File: config.mk
export PLATFORM = sky130hd
export DESIGN_NAME = sprite_scanline_renderer
export DESIGN_NICKNAME = d
export VERILOG_FILES = /design/src/rtl/sprite_scanline_renderer_pkg.sv /design/src/rtl/sprite_scanline_renderer.sv
export SDC_FILE = /design/constraint.sdc
export NUM_CORES = 1
export LEC_CHECK = 0
export CAP_MARGIN = 10
export CORE_MARGIN = 2
export CORE_UTILIZATION = 45
export CTS_CLUSTER_SIZE = 28
export DETAILED_ROUTE_END_ITERATION = 7
export PLACE_DENSITY = 0.87
export REMOVE_ABC_BUFFERS = 1
export SYNTH_ARGS = -nofsm -noshare
export SYNTH_HDL_FRONTEND = slang
export SYNTH_SLANG_ARGS = --single-unit
export TNS_END_PERCENT = 30
File: constraint.sdc
create_clock -name clk -period 3.2 [get_ports clk]
set_clock_uncertainty 0.2 [all_clocks]
set_input_delay 0.64 -clock clk [delete_from_list [all_inputs] [get_ports clk]]
set_output_delay 0.64 -clock clk [all_outputs]
set_load 0.005 [all_outputs]
File: src/rtl/sprite_scanline_renderer_pkg.sv
// Shared types and defaults for the sprite scanline renderer.
package sprite_scanline_renderer_pkg;

    localparam int unsigned HPOS_W           = 9;
    localparam int unsigned SPRITE_LOAD_HPOS = 257;

    typedef enum logic [2:0] {
        S_IDLE        = 3'd0,
        S_WAIT_LOAD   = 3'd1,
        S_FETCH_ADDR  = 3'd2,
        S_FETCH_DATA  = 3'd3,
        S_WAIT_HSTART = 3'd4,
        S_DRAW        = 3'd5
    } sprite_state_e;

endpackage

File: src/rtl/sprite_scanline_renderer.sv
// Draws one monochrome bitmap sprite: fetches a ROM row during hblank and
// shifts it out as a 1-bit gfx stream starting one pixel after the latched X.
module sprite_scanline_renderer
    import sprite_scanline_renderer_pkg::*;
#(
    parameter int unsigned SPRITE_W  = 8,
    parameter int unsigned SPRITE_H  = 8,
    parameter int unsigned ROW_AW    = 3,
    parameter int unsigned LOAD_HPOS = SPRITE_LOAD_HPOS
) (
    input  logic                clk,
    input  logic                reset,
    input  logic [HPOS_W-1:0]   hpos,
    input  logic [HPOS_W-1:0]   vpos,
    input  logic                display_on,
    input  logic [HPOS_W-1:0]   sprite_x,
    input  logic [HPOS_W-1:0]   sprite_y,
    output logic [ROW_AW-1:0]   rom_addr,
    input  logic [SPRITE_W-1:0] rom_bits,
    output logic                gfx,
    output logic                in_progress
);

    localparam int unsigned XCW = (SPRITE_W > 1) ? $clog2(SPRITE_W) : 1;

    sprite_state_e       state_q, state_d;
    logic [ROW_AW-1:0]   rom_addr_q, rom_addr_d;
    logic [ROW_AW-1:0]   ycount_q, ycount_d;
    logic [XCW-1:0]      xcount_q, xcount_d;
    logic [SPRITE_W-1:0] row_q, row_d;
    logic [HPOS_W-1:0]   x_q, x_d;
    logic                at_load;

    assign at_load = (hpos == HPOS_W'(LOAD_HPOS));

    always_comb begin
        state_d    = state_q;
        rom_addr_d = rom_addr_q;
        ycount_d   = ycount_q;
        xcount_d   = xcount_q;
        row_d      = row_q;
        x_d        = x_q;
        unique case (state_q)
            S_IDLE: begin
                if (at_load && (vpos == sprite_y)) begin
                    x_d        = sprite_x;
                    ycount_d   = '0;
                    rom_addr_d = '0;
                    state_d    = S_FETCH_ADDR;
                end
            end
            S_WAIT_LOAD: begin
                if (at_load) state_d = S_FETCH_ADDR;
            end
            S_FETCH_ADDR: begin
                rom_addr_d = ycount_q;
                state_d    = S_FETCH_DATA;
            end
            S_FETCH_DATA: begin
                row_d   = rom_bits;
                state_d = S_WAIT_HSTART;
            end
            S_WAIT_HSTART: begin
                if (hpos == x_q) begin
                    xcount_d = '0;
                    state_d  = S_DRAW;
                end else if (at_load) begin
                    state_d = S_IDLE;
                end
            end
            S_DRAW: begin
                // Row is shifted MSB-first, so the MSB is always row[SPRITE_W-1-xcount].
                row_d    = row_q << 1;
                xcount_d = xcount_q + XCW'(1);
                if (xcount_q == XCW'(SPRITE_W - 1)) begin
                    if (ycount_q == ROW_AW'(SPRITE_H - 1)) begin
                        state_d = S_IDLE;
                    end else begin
                        // Address advances with ycount so the sync ROM output is
                        // already settled when FETCH_DATA captures it.
                        ycount_d   = ycount_q + ROW_AW'(1);
                        rom_addr_d = ycount_q + ROW_AW'(1);
                        state_d    = S_WAIT_LOAD;
                    end
                end
            end
            default: state_d = S_IDLE;
        endcase
    end

    always_ff @(posedge clk) begin
        if (reset) begin
            state_q    <= S_IDLE;
            rom_addr_q <= '0;
            ycount_q   <= '0;
            xcount_q   <= '0;
            row_q      <= '0;
            x_q        <= '0;
        end else begin
            state_q    <= state_d;
            rom_addr_q <= rom_addr_d;
            ycount_q   <= ycount_d;
            xcount_q   <= xcount_d;
            row_q      <= row_d;
            x_q        <= x_d;
        end
    end

    assign rom_addr    = rom_addr_q;
    assign gfx         = (state_q == S_DRAW) & row_q[SPRITE_W-1] & display_on;
    assign in_progress = (state_q != S_IDLE);

endmodule

---- Yosys cells after proc, flatten, opt, wreduce, memory -nomap -nowiden ----
Cells that the tools add are included.
word-level totals
  register bits after elaboration ......... 29
  output and inout bits ................... 5
  word-level logic and storage cells ...... 53
cells by class
  add/subtract/negate cells ............... 2
  equality and inequality tests ........... 16
  multiplexer cells ....................... 15
  bitwise operators ....................... 2
  reduce and logical (&&, ||, !) cells .... 12
operators with widths
  kind                                                             count
  3-bit 2-to-1 mux                                                 9
  9-bit == test                                                    2
  3-bit one-hot mux with 6 select lines                            1
  8-bit one-hot mux with 2 select lines                            1
  3-bit == test, second input constant                             4
  3-bit one-hot mux with 2 select lines                            2
  4-bit AND reduction                                              3
  2-bit != test, second input constant                             5
  9-bit == test, second input constant                             1
  3-bit one-hot mux with 3 select lines                            1
  3-bit by 1-bit adder with 3-bit output, second input constant    2
  3-bit by 2-bit == test with 1-bit output, second input constant  2
  2-bit nonzero test                                               3
  3-bit nonzero test                                               2
  2-bit AND reduction                                              2
  3-bit by 1-bit == test with 1-bit output, second input constant  1
  3-bit zero test                                                  1
  3-bit != test, second input constant                             1
  1-bit AND                                                        2
  1-bit logical AND                                                1
  1-bit 2-to-1 mux                                                 1

---- Longest topological paths before layout ----
  word-level depth ........................ 4
  mapped depth ............................ 8

---- Least setup slack after synthesis ----
Ideal clock, no wire load.
  kind .................................... input-to-reg
  start ................................... in hpos[4]
  end ..................................... reg ycount_q[2]
  arrival time ............................ 1.884 ns
  slack ................................... 0.988 ns
  cell stages on the path ................. 8
  path buffers ............................ 2
  path through ............................ nor4_1 > and4b_1 > nand4_1 > or2_1 > buf_6 > buf_12 > a31oi_1 > nor2_1
between the ends
  longest elaborated chain between the ends .. 4
ends and longest elaborated chain
  item                                  line                             source
  start, declared                       sprite_scanline_renderer.sv:13   input logic [HPOS_W-1:0] hpos,
  9-bit == test                         sprite_scanline_renderer.sv:34   assign at_load = (hpos == HPOS_W'(LOAD_HPOS));
  1-bit logical AND                     sprite_scanline_renderer.sv:45   if (at_load && (vpos == sprite_y)) begin
  2-bit != test (no source line)        --
  4-bit AND reduction (no source line)  --
  end signal, assigned                  sprite_scanline_renderer.sv:102  ycount_q <= ycount_d;
  end, declared                         sprite_scanline_renderer.sv:28   logic [ROW_AW-1:0] ycount_q, ycount_d;
No other way between the ends.
A chain may end at the register's enable or synchronous reset.

---- Final worst setup path ----
  start ................................... reg state_q[2]
  end ..................................... out gfx
between the ends
  longest elaborated chain between the ends .. 3
ends and longest elaborated chain
  item                    line                             source
  start, declared         sprite_scanline_renderer.sv:26   sprite_state_e state_q, state_d;
  start signal, assigned  sprite_scanline_renderer.sv:100  state_q <= state_d;
  3-bit == test           sprite_scanline_renderer.sv:110  assign gfx = (state_q == S_DRAW) & row_q[SPRITE_W-1] & display_on;
  1-bit AND (2 in a row)  sprite_scanline_renderer.sv:110
  end, declared           sprite_scanline_renderer.sv:20   output logic gfx,
No other way between the ends.

==> summary.txt <==
Status
  – Status: complete, no violations

Die
  – I/O pin cnt: 52
  – Core ar.: 3390 µm²
  – Initial Util: 0.475
  – Die span in x: 63.8 µm
  – Die height: 63.8 µm
  – Row count: 21
  – Die area: 4070 µm²

Setup path
  – Worst Path Class, Setup: reg2out
  – R2r worst-path depth: 7
  – Required time worst endpoint: 2.36 ns
  – Worst path arrival time: 1.84 ns
  – Worst setup EP type: output pin
  – CP Launch Type: flop
  – Worst-path maximum fanout: 6

Timing
  – Fin worst setup slack: 0.517 ns
  – Setup Viol. Count Final: 0
  – Max Fclk: 373 MHz
  – Setup_tns: 0 ns
  – RSZ-0062 raised after global routing: no
  – Worst hold slack: 0.288 ns
  – Slew headroom: 0.599
  – Post-layout min period: 2.68 ns
  – Tcrit/Tclk final: 0.838
  – Slew Limit Fails: 0
  – Worst-Margin Slew: 0.602 ns
  – Fin. Hold Viols: 0

Route
  – Detail Route Antenna Nets: 0
  – DRC: 0
  – DRT iter0 DRCs: 48
  – Via density: 5.28
  – Routed wire length: 3950 µm
  – Routed len/inst: 13.4 µm
  – Via Count: 1,559
  – Detailed Routing Iterations Pass 1: 4

Synth
  – Mapped Cells: 193
  – Top-area cell type share of the netlist area: 0.361
  – Largest family of logic cells by synthesized area: simple AND/OR/NAND/NOR gates
  – Yosys cell types: 40
  – Mean Syn Cell Area: 8.34 µm²
  – Warnings, synthesis: 0
  – Yosys top cell by area: dfxtp_1
  – Compound-Gate Fraction of Synth Area: 0.159
  – Post-synthesis cell area: 1610 µm²
  – Async set or reset register ratio after synthesis: 0
  – Post-Synth Adder-Cell Area: 0.0311
  – Post-synthesis sequential area ratio: 0.361
  – Number of synthesized flops with an enable pin: 0
  – Simple-gate share of the synthesized area: 0.233
  – Main synth FF type: dfxtp_1
  – Flop and latch count out of synthesis: 29
  – Top cells by area, synth: dfxtp_1 36%, xor2_1 8.7%, nor2_1 7.0%, mux2i_1 6.2%, a21oi_1 5.9%
  – Xor/xnor share of the synthesized area: 0.103
  – Multiplexer area fraction after synthesis: 0.0622

Global routing
  – Antenna violations before repair: 0
  – Total global-route track usage: 0.202
  – Total gr overflow: 0
  – Vias in the first global route: 1,513
  – Largest net degree at the start of global routing: 15
  – Global-route wire length before repair: 6470 µm

Pwr
  – Overall power: 771 µW
  – Leakage power: 0.940 nW
  – Pwr dens: 343 nW/µm²
  – Peak supply drop: 0.000233 V

Clock network
  – Post-CTS Resized: 0
  – Post-CTS Setup Inserts: 0
  – CTS Buf Count: 5
  – CTS Hold Bufs: 0
  – Max Root-Sink Buffers: 2
  – Clock sink count: 29
  – CTS tree: done
  – CTS root buf: clkbuf_4
  – Worst-Skew Late Latency: 0.33 ns
  – Clk pin slew, worst setup/hold paths: 0.09 ns
  – H-tree depth: 2

Hold path
  – Hold Crit Depth: 2
  – HP Class: reg2reg

Cells and area
  – Number of nets in the layout: 299
  – Core Util, Final: 0.664
  – Most common cell after layout, fill and taps aside: clkdlybuf4s50_1
  – Diode count: 0
  – Most frequent cells in the layout: 51 x clkdlybuf4s50_1, 30 x nor2_1, 29 x dfxtp_1
  – Layout area overhead: 39.8%
  – Layout cells sized above 1: 0.0763

Place
  – Port-buffer cells: 51
  – Setup WS pre-CTS: 0.237 ns
  – GPL Wtd Cong: 0.753
  – Final HPWL DP: 2950 µm

Run
  – Max-cap violations: 0
worst max-delay path: stages (launching register included):
cell	delay [ns]
dfxtp_1	0.33
nor2b_1	0.33
and2_1	0.21
and3_1	0.15
clkdlybuf4s50_1	0.49
cells in the mapped netlist (4+ instances only):
master and n:
nand2_1 20, xor2_1 16, dfxtp_1 29, nor2_1 30, o21ai_0 4, ha_1 4
inv_1 4, a21oi_1 19, and2_1 4, mux2i_1 10, nor2b_1 4, a31oi_1 5
nor3_1 5, clkbuf_1 4, a22oi_1 4
logic make-up (layout without fill, tap and decap cells):
family | after synthesis | in the layout
simple gates | 77 | 77
compound gates | 40 | 40
flops | 29 | 29
xor+xnor | 19 | 19
buf+inv | 14 | 70
mux | 10 | 10
fa+ha+maj | 4 | 4
path summary, 6_finish.rpt:
path / startpoint / to / slack, ns
worst max-delay path: state_q[2]$_SDFFE_PP0P_ / gfx / 0.52
worst min-delay path: row_q[7]$_SDFFE_PP0P_ / row_q[7]$_SDFFE_PP0P_ / 0.29
worst max register to register: state_q[2]$_SDFFE_PP0P_ / rom_addr[0]$_SDFFE_PP0P_ / 1.13
worst min register to register: row_q[7]$_SDFFE_PP0P_ / row_q[7]$_SDFFE_PP0P_ / 0.29
state kept, by name (all words and copies together), names as in the netlist:
register / cells
state_q: 3
row_q: 8
x_q: 9
xcount_q: 3
ycount_q: 3
rom_addr: 3
layer usage:
metal	wire length, µm	GRT usage	vias to the layer above
li1	-	-	780
met1	1640	0.219	717
met2	1950	0.357	53
met3	254	0.0651	9
met4	96	0.0897	0
met5	0	0	-
stage by stage:
step | area [µm²] | std cells
global placement | 2160 | 287
global route | 2250 | 295
finish | 2250 | 295
floorplan | 1540 | 183
CTS | 2250 | 295
detailed placement | 2160 | 287
final cells by class:
type                       count  area [µm²]
clock buffer                   7        55.1
clock inverter                 1        30.0
fill                         268        1140
inverter                       4        15.0
multi-input combinational    150         948
sequential                    29         581
tap                           46        57.6
timing repair buffer          58         563
power breakdown:
part           switching, mW  internal [mW]
Combinational         0.0311         0.0631
Sequential           0.00106          0.362
Clock                  0.128          0.186
Note: power is estimated with default switching activity, not from simulation.
